File: config.mk
export PLATFORM = sky130hd
export DESIGN_NAME = sctag_cpx_req_ctl
export DESIGN_NICKNAME = d
export VERILOG_FILES = /design/src/rtl/sctag_cpx_req_ctl.sv
export SDC_FILE = /design/constraint.sdc
export NUM_CORES = 1
export LEC_CHECK = 0
export CAP_MARGIN = 15
export CELL_PAD_IN_SITES_DETAIL_PLACEMENT = 0
export CELL_PAD_IN_SITES_GLOBAL_PLACEMENT = 2
export CORE_MARGIN = 8
export CORE_UTILIZATION = 25
export CTS_CLUSTER_SIZE = 40
export DETAILED_ROUTE_END_ITERATION = 16
export HOLD_SLACK_MARGIN = 0.1
export PLACE_DENSITY = 0.55
export SETUP_SLACK_MARGIN = 0.02
export SLEW_MARGIN = 10
export SYNTH_ARGS = -nofsm -noshare
export SYNTH_HDL_FRONTEND = slang
export SYNTH_SLANG_ARGS = --single-unit
File: constraint.sdc
create_clock -name rclk -period 7 [get_ports rclk]
set_input_delay 1.05 -clock rclk [delete_from_list [all_inputs] [get_ports rclk]]
set_output_delay 1.05 -clock rclk [all_outputs]
set_load 0.01 [all_outputs]
File: src/rtl/sctag_cpx_req_ctl.sv
`default_nettype none
// ============================================================================
// sctag_cpx_req_ctl : scache-side CPX req/atom/grant transmitter with an
// outbound FIFO and per-core credits. Optional: CPX_REQ_BYPASS_EN. Rev 1.0
// ============================================================================
module sctag_cpx_req_ctl #(
  parameter int DEPTH   = 4,
  parameter int CREDITS = 2
) (
  input  logic         rclk,
  input  logic         arst_l,
  input  logic         oq_enq_vld,
  input  logic [2:0]   oq_enq_cpu_id,
  input  logic         oq_enq_atom,
  input  logic [144:0] oq_enq_data,
  output logic         oq_full,
  output logic         oq_ovf_err,
  output logic [7:0]   scache_cpx_req_cq,
  output logic         scache_cpx_atom_cq,
  output logic [144:0] scache_cpx_data_ca,
  input  logic [7:0]   cpx_scache_grant_cx
);

  localparam int            AW        = $clog2(DEPTH);
  localparam int            CW        = $clog2(CREDITS + 1);
  localparam logic [AW:0]   C_DEPTH   = (AW + 1)'(DEPTH);
  localparam logic [CW-1:0] C_CREDITS = CW'(CREDITS);

  typedef enum logic [0:0] {S_IDLE = 1'b0, S_ATOM2 = 1'b1} state_t;
  state_t state_q, state_d;

  logic [2:0]    fifo_cpu_q  [DEPTH];
  logic          fifo_atom_q [DEPTH];
  logic [144:0]  fifo_data_q [DEPTH];
  logic [AW-1:0] wr_ptr_q, rd_ptr_q;
  logic [AW:0]   cnt_q, cnt_d;
  logic [CW-1:0] credit_q [8];
  logic [CW-1:0] credit_d [8];
  logic [2:0]    atom_cpu_q;
  logic          ovf_q;
  logic [7:0]    req_q;
  logic          atom_q;
  logic [144:0]  stage_q, data_q;

  logic          head_vld, head_atom;
  logic [2:0]    head_cpu;
  logic [144:0]  head_data;
  logic          pop, byp, issue, push, full;
  logic [2:0]    iss_cpu;
  logic          iss_atom;
  logic [144:0]  iss_data;

  assign head_vld  = (cnt_q != '0);
  assign head_cpu  = fifo_cpu_q[rd_ptr_q];
  assign head_atom = fifo_atom_q[rd_ptr_q];
  assign head_data = fifo_data_q[rd_ptr_q];
  assign full      = (cnt_q == C_DEPTH);

  always_comb begin
    state_d  = state_q;
    pop      = 1'b0;
    byp      = 1'b0;
    iss_cpu  = head_cpu;
    iss_atom = head_atom;
    iss_data = head_data;
    case (state_q)
      S_IDLE: begin
        if (head_vld) begin
          if (!head_atom && credit_q[head_cpu] != '0) begin
            pop = 1'b1;
          end else if (head_atom && credit_q[head_cpu] == C_CREDITS) begin
            pop     = 1'b1;
            state_d = S_ATOM2;
          end
        end
`ifdef CPX_REQ_BYPASS_EN
        else if (oq_enq_vld && !oq_enq_atom && credit_q[oq_enq_cpu_id] != '0) begin
          byp      = 1'b1;
          iss_cpu  = oq_enq_cpu_id;
          iss_atom = 1'b0;
          iss_data = oq_enq_data;
        end
`endif
      end
      S_ATOM2: begin
        // Second half of the pair: both credits were reserved by the first.
        if (head_vld) begin
          pop      = 1'b1;
          iss_atom = 1'b0;
          state_d  = S_IDLE;
        end
      end
      default: state_d = S_IDLE;
    endcase
  end

  assign issue = pop | byp;
  assign push  = oq_enq_vld && !byp && (!full || pop);
  assign cnt_d = cnt_q + (AW + 1)'(push) - (AW + 1)'(pop);

  always_comb begin
    for (int i = 0; i < 8; i++) begin
      credit_d[i] = credit_q[i];
      if (issue && iss_cpu == 3'(i)) begin
        if (!cpx_scache_grant_cx[i] && credit_q[i] != '0)
          credit_d[i] = credit_q[i] - CW'(1);
      end else if (cpx_scache_grant_cx[i] && credit_q[i] != C_CREDITS) begin
        credit_d[i] = credit_q[i] + CW'(1);
      end
    end
  end

  always_ff @(posedge rclk) begin
    if (push) begin
      fifo_cpu_q[wr_ptr_q]  <= oq_enq_cpu_id;
      fifo_atom_q[wr_ptr_q] <= oq_enq_atom;
      fifo_data_q[wr_ptr_q] <= oq_enq_data;
    end
  end

  always_ff @(posedge rclk or negedge arst_l) begin
    if (!arst_l) begin
      state_q    <= S_IDLE;
      wr_ptr_q   <= '0;
      rd_ptr_q   <= '0;
      cnt_q      <= '0;
      atom_cpu_q <= '0;
      ovf_q      <= 1'b0;
      req_q      <= '0;
      atom_q     <= 1'b0;
      stage_q    <= '0;
      data_q     <= '0;
      for (int i = 0; i < 8; i++) credit_q[i] <= C_CREDITS;
    end else begin
      state_q  <= state_d;
      cnt_q    <= cnt_d;
      credit_q <= credit_d;
      if (push) wr_ptr_q <= wr_ptr_q + AW'(1);
      if (pop)  rd_ptr_q <= rd_ptr_q + AW'(1);
      if (oq_enq_vld && full && !pop) ovf_q <= 1'b1;
      if (issue && iss_atom) atom_cpu_q <= iss_cpu;
      req_q  <= issue ? (8'b1 << iss_cpu) : 8'b0;
      atom_q <= issue & iss_atom;
      // Payload trails its req by one cycle through the staging register.
      if (issue) stage_q <= iss_data;
      if (req_q != '0) data_q <= stage_q;
    end
  end

  assign oq_full            = full;
  assign oq_ovf_err         = ovf_q;
  assign scache_cpx_req_cq  = req_q;
  assign scache_cpx_atom_cq = atom_q;
  assign scache_cpx_data_ca = data_q;

`ifndef SYNTHESIS
  for (genvar g = 0; g < 8; g++) begin : g_cred_chk
    a_grant_sat: assert property (@(posedge rclk) disable iff (!arst_l)
      !(cpx_scache_grant_cx[g] && credit_q[g] == C_CREDITS && !(issue && iss_cpu == 3'(g))));
  end
  a_atom_cpu: assert property (@(posedge rclk) disable iff (!arst_l)
    (state_q == S_ATOM2 && head_vld) |-> (head_cpu == atom_cpu_q));
`endif

endmodule
`default_nettype wire

==> qor.yml, run 1 <==
dp_cells: 3670
numCtsBuffers: 103
fmax_mhz: 204.1
port_buffers: 315
startpoint_type: "flop"
die_h_um: 388.0
yosysTopAreaCellShare_pct: 51.72
synth_most_common_cell: "edfxtp_1"
synthCells: 1615
synth_edf_count: 596
slew_headroom_pct: 30.87
setup_tns_ps: 0
ys_ff_latch: 920
grt_util_met1_pct: 13.58
htreeDepth: 3
cts_root_buf: "clkbuf_16"
gp_congestion: 0.6812
ant_nets: 0
synth_common_cells: "edfxtp_1, dfrtp_1, mux2_2"
drt_wl_total_mm: 84.56
nets: 2147
multi_input_area_um2: 8192
stdcell_count: 3874
seqCellArea_um2: 26020
grt_util_met2_pct: 19.04
syn_to_final_growth_pct: 25.31
antenna_found_initial: 21
initial_core_util_pct: 25.17
hp-class: "primary input to asynchronous set/reset pin"
syn_area_per_cell_um2: 21.42
ir_drop_v: 0.0005607
grt_max_degree: 126
layout-drive-gt1-share_pct: 29.97
layout_worst_path_cycle_share_pct: 69.99
leakage_nw: 15.24
arrival_ps: 5210
syn_area_um2: 34600
die_w_um: 388.0
synthTopCellsByArea: "edfxtp_1, dfrtp_1, mux4_2"
core_area_um2: 137500
critPathMaxFanout: 43
max-cap-violations: 0
syn_nets: 1781
power.density_nw_per_um2: 551.1
cts_resized: 0
grt-busiest-layer: "met2"
firstDrtPassIters: 6
dieArea_um2: 150600
cts_hold_buffers: 0
vias: 16307
clock_path_buffers: 3
status: "finished, final reports clean"
hold_violations: 0
insertion_delay_ps: 700
grt_pass1_wl_mm: 125.8
required_ps: 7310
drcViolationCount: 0
drtIter0Drc: 776
setup_viol: 0
path_clk_slew_ps: 60
tightest_slew_ps: 1037
synth_top_cell_by_area: "edfxtp_1"
postCtsSetupBuffers: 0
slew_viol_final: 0
fin_crit_ps: 4900
cts_num_sinks: 920
ys_types: 45
wire_per_inst_um: 21.83
hpwl_mm: 52.01
critPathKind: "flop to flop"
ys_warn_count: 0
fin_worst_skew_ps: 31.33
drt-vias-per-instance: 4.209
grt-ovfl-total: 0
grt_pass1_vias: 18303
r2r_cells: 7
end_kind: "flop"
grt_use_total_pct: 11.14
io_pins: 316
fillers: 13127
async_reset_ff_share_pct: 35.22
rsz0062_at_grt: "false"
cts_tree: "built"
fp-row-count: 136
yosysSeqAreaShare_pct: 75.19
synth_ff_type: "edfxtp_1"
use_met3_pct: 3.394
-- power by group --
part / total, mW / switching [mW] / internal, mW
clock network: 5.46 / 2.20 / 3.26
registers: 8.75 / 0.943 / 7.81
logic: 9.68 / 4.41 / 5.27
total: 23.9 / 7.55 / 16.3
-- per-stage QoR --
stage | setup WS [ps] | hold WS [ps] | cell area (um^2) | util (%) | power [mW]
after CTS | 1932 | 371.7 | 43330 | 31.51 | 24.54
after global routing | 1757 | 426.6 | 43330 | 31.52 | 25.36
after floorplan | 835.6 | 452.2 | 34600 | - | 15.75
after global placement | 2084 | 469.5 | 39890 | 29.01 | 18.69
final | 2101 | 417.0 | 43360 | 31.53 | 23.89
after detailed placement | 1979 | 473.5 | 39890 | 29.01 | 18.92
-- cell usage in the layout (no fill, tap or decap), types with 9 or more instances in the layout --
cell type        Yosys  layout
buf_4                1      15
mux2_1              28      28
nor3_1              10      10
clkinv_1             0      14
mux4_2             149     149
mux2_4              90      90
clkdlybuf4s50_1      0     314
mux2_2             173     173
clkinv_2             0      20
clkbuf_8             0      10
nor2b_1             17      17
nor4_1              18      18
nor2_1              14      14
clkbuf_16            0     105
o22ai_1             11      11
dfrtp_1            316     314
bufinv_16            0      11
diode_2              0      11
edfxtp_1           596     596
clkbuf_1            54      18
nand2b_1             9       9
nand2_1             20      19
-- worst max-delay path: stages (launching register included) --
cell and delay [ps]:
dfrtp_4 910, mux4_2 590, or3b_1 420, a32oi_2 350, nor2_1 120, a221oi_2 610
and2_4 740, buf_4 700
-- metal layers --
layer / vias up / routed length, um
met3: 125 / 5237
met4: 22 / 1645
li1: 7193 / -
met5: - / 136
met2: 327 / 42450
met1: 8640 / 35080
-- cell families (layout without fill, tap and decap cells) --
| group | Yosys count | in the layout | share of synthesized area [%] |
|---|---|---|---|
| AND/OR/NAND/NOR | 110 | 110 | 1.761 |
| multiplexers | 447 | 447 | 20.35 |
| flip-flops | 920 | 920 | 75.19 |
| AO/OA/AOI/OAI | 46 | 46 | 1.110 |
| adder cells (fa/ha/maj) | 6 | 6 | 0.2387 |
| buffers and inverters | 81 | 535 | 1.229 |
| XOR/XNOR | 5 | 5 | 0.1266 |
| other | 0 | 11 | 0 |
-- registers in the layout, indices dropped and copies added, names as in the netlist --
signal              flops
fifo_atom_q             4
rd_ptr_q                2
wr_ptr_q                2
cnt_q                   3
oq_ovf_err              1
fifo_cpu_q             12
credit_q               16
scache_cpx_req_cq       8
fifo_data_q           580
state_q                 1
stage_q               145
scache_cpx_atom_cq      1
scache_cpx_data_ca    145
-- worst paths after layout --
path,endpoint,from,slack [ps]
setup / recovery,fifo_data_q[2][7]$_DFFE_PP_,rd_ptr_q[1]$_DFFE_PN0P_,2100
hold / removal,scache_cpx_data_ca[27]$_DFFE_PN0P_,arst_l,420
setup reg to reg,fifo_data_q[2][7]$_DFFE_PP_,rd_ptr_q[1]$_DFFE_PN0P_,2100
hold reg to reg,stage_q[90]$_DFFE_PN0P_,stage_q[90]$_DFFE_PN0P_,480
max in group asynchronous,rd_ptr_q[1]$_DFFE_PN0P_,arst_l,5260
min in group rclk,stage_q[90]$_DFFE_PN0P_,stage_q[90]$_DFFE_PN0P_,480
-- final cells by class --
cell class / instances / share of cell area, %
diodes: 11 / 0.06349
clock buffers: 133 / 6.534
clock inverters: 60 / 1.403
inverters: 5 / 0.04329
multi-input cells: 614 / 18.89
flip-flops and latches: 920 / 60.02
well taps: 1794 / 5.177
repair buffers: 337 / 7.867
Power figures use the tool's default switching activity.
==> run 2, diff against run 1 <==
- PLACE_DENSITY: 0.55 -> 0.57
- clock period: 7 -> 4.15 ns (I/O delays scaled with it)
==> run 2 against run 1 <==
Core utilization rose by 0.43 points. Critical path depth rose by 1. Total power increased by 72%. Sequential cell count unchanged. Via count grew 0.89%. Clock skew is 9.9 ps higher. Clock power up 74%. Sequential power grew 68%. Final cell count grew 0.88%. Global-route usage down 0.069 points.
==> qor.yml, run 2 (synthesis gave the netlist of run 1 again) <==
setup_ws_ps: 387.5
fin_worst_skew_ps: 41.19
whs_path_depth: 1
setup_viol: 0
clkPwrFrac_pct: 23.1
hpwl_mm: 55.54
grt-ovfl-total: 0
crit_path_frequent_cell: "buf_4"
syn_to_final_growth_pct: 27.01
fin_crit_ps: 3762
grt-busiest-layer: "met2"
grt_max_degree: 85
power.density_nw_per_um2: 935.9
dieArea_um2: 150600
worstHoldEndpoint: "scache_cpx_data_ca[36]$_DFFE_PN0P_"
crit_chain: "mux4_2, buf_4, mux2i_1, o22ai_1, o21ai_4, nand2_8, buf_4, mux2_1"
slew_viol_final: 0
multi_input_area_um2: 8192
end_kind: "flop"
seq_power_share_pct: 35.6
fp-row-count: 136
setup_tns_ps: 0
core_area_um2: 137500
path_clk_slew_ps: 60
die_w_um: 388.0
pre_cts_ws_ps: 357.4
status: "finished, final reports clean"
slowest_stage: "o21ai_4"
cts_num_sinks: 920
startpoint_type: "flop"
hold_violations: 0
drcViolationCount: 0
firstDrtPassIters: 4
drt_wl_total_mm: 84.52
crit_family: "multiplexers"
dp_cells: 3706
grt_pass1_vias: 18282
io_pins: 316
vias: 16452
regMostFlops: "fifo_data_q"
cts_resized: 0
p_int_mw: 28.29
power_switching_mw: 12.85
antenna_found_initial: 14
hp-class: "flop to flop"
layout_worst_path_cycle_share_pct: 90.66
pwr-share-comb_pct: 41.3
fin_util_pct: 31.96
drt-vias-per-instance: 4.210
drtIter0Drc: 802
min-delay-start: "stage_q[36]$_DFFE_PN0P_"
reg2reg_slack_ps: 390
grt_util_met2_pct: 18.74
numCtsBuffers: 103
final_cell_mix: "edfxtp_1, dfrtp_1, clkdlybuf4s50_1"
max-cap-violations: 0
tightest_slew_ps: 945.7
arrival_ps: 4300
path_buf_inv: 2
htreeDepth: 3
slew_headroom_pct: 36.96
die_h_um: 388.0
clock_path_buffers: 3
required_ps: 4690
critPathMaxFanout: 41
layout-drive-gt1-share_pct: 31.07
slowest_delay_ps: 710
fmax_mhz: 265.8
worstReg2RegStart: "rd_ptr_q[0]$_DFFE_PN0P_"
seqCellArea_um2: 26020
mostFrequentLayoutCell: "edfxtp_1"
leakage_nw: 15.55
use_met3_pct: 2.959
power.total_mw: 41.13
wire_per_inst_um: 21.63
nets: 2184
r2r_cells: 8
gp_congestion: 0.6949
ir_drop_v: 0.0007784
cts_tree: "built"
cts_root_buf: "clkbuf_16"
grt_util_met1_pct: 13.84
largest_reg_flops: 580
port_buffers: 315
ant_nets: 0
grt_use_total_pct: 11.07
initial_core_util_pct: 25.17
insertion_delay_ps: 700
rsz0062_at_grt: "false"
swShare_pct: 31.23
grt_pass1_wl_mm: 125.6
fillers: 13138
critPathKind: "flop to flop"
r2r_end: "stage_q[78]$_DFFE_PN0P_"
stdcell_count: 3908
-- run 2: cell count changes in the layout (fill, tap and decap cells not counted), moves of 4 or more --
cell	before	now
clkbuf_1	18	27
clkinvlp_4	7	3
clkinv_1	14	8
buf_12	7	21
buf_4	15	37
diode_2	11	6
-- run 2: worst max-delay path by stage --
| stage | from | end | slack [ps] | cells after the start |
|---|---|---|---|---|
| after floorplan | rd_ptr_q[0]$_DFFE_PN0P_ | fifo_atom_q[0]$_DFFE_PP_ | -370 | 7 |
| after global placement | rd_ptr_q[0]$_DFFE_PN0P_ | cnt_q[2]$_DFF_PN0_ | 390 | 10 |
| after detailed placement | rd_ptr_q[0]$_DFFE_PN0P_ | fifo_data_q[3][69]$_DFFE_PP_ | 360 | 7 |
| after CTS | rd_ptr_q[0]$_DFFE_PN0P_ | stage_q[78]$_DFFE_PN0P_ | 330 | 8 |
| after global routing | rd_ptr_q[0]$_DFFE_PN0P_ | stage_q[36]$_DFFE_PN0P_ | 110 | 8 |
| final | rd_ptr_q[0]$_DFFE_PN0P_ | stage_q[78]$_DFFE_PN0P_ | 390 | 8 |
-- run 2: power groups by stage --
stage | combinational (mW) | sequential [mW] | clock (mW)
finish | 17.0 | 14.7 | 9.50
global route | 18.4 | 15.0 | 10.2
CTS | 17.5 | 14.7 | 9.84
detailed placement | 17.4 | 14.9 | 0
global placement | 17.1 | 14.8 | 0
floorplan | 11.8 | 14.6 | 0
-- run 2: metal layers --
layer	vias to the layer above	share of wire [%]
li1	7240	-
met1	8717	43
met2	351	50
met3	128	5.4
met4	16	2.0
met5	-	0.12
-- run 2: area by class of cell --
cell class / count / share of cell area, %
Multi-Input combinational cell: 614 / 18.64
Antenna cell: 6 / 0.03416
Clock buffer: 144 / 6.611
Sequential cell: 920 / 59.21
Inverter: 5 / 0.04271
Timing Repair Buffer: 374 / 8.797
Clock inverter: 51 / 1.554
Tap cell: 1794 / 5.108
-- run 2: worst register-to-register path, delay by kind of cell (launching register included) --
kind	cells	cell delay [ps]
multiplexers	3	1060
AND/OR/NAND/NOR	1	560
buffers and inverters	2	630
flip-flops	1	480
AO/OA/AOI/OAI	2	890
-- run 2: stage by stage --
stage	instance area (um^2)	hold WS, ps
2_1_floorplan	34610	326.9
3_5_place_dp	40330	481.4
3_3_place_gp	40330	472.4
5_1_grt	43930	489.1
4_1_cts	43930	460.1
6_report	43950	484.3
-- run 2: repair_timing --
item / CTS / global route
endpoints found under the hold margin: 76 / 0
hold buffers: 1 / 0
setup buffers: 0 / 0
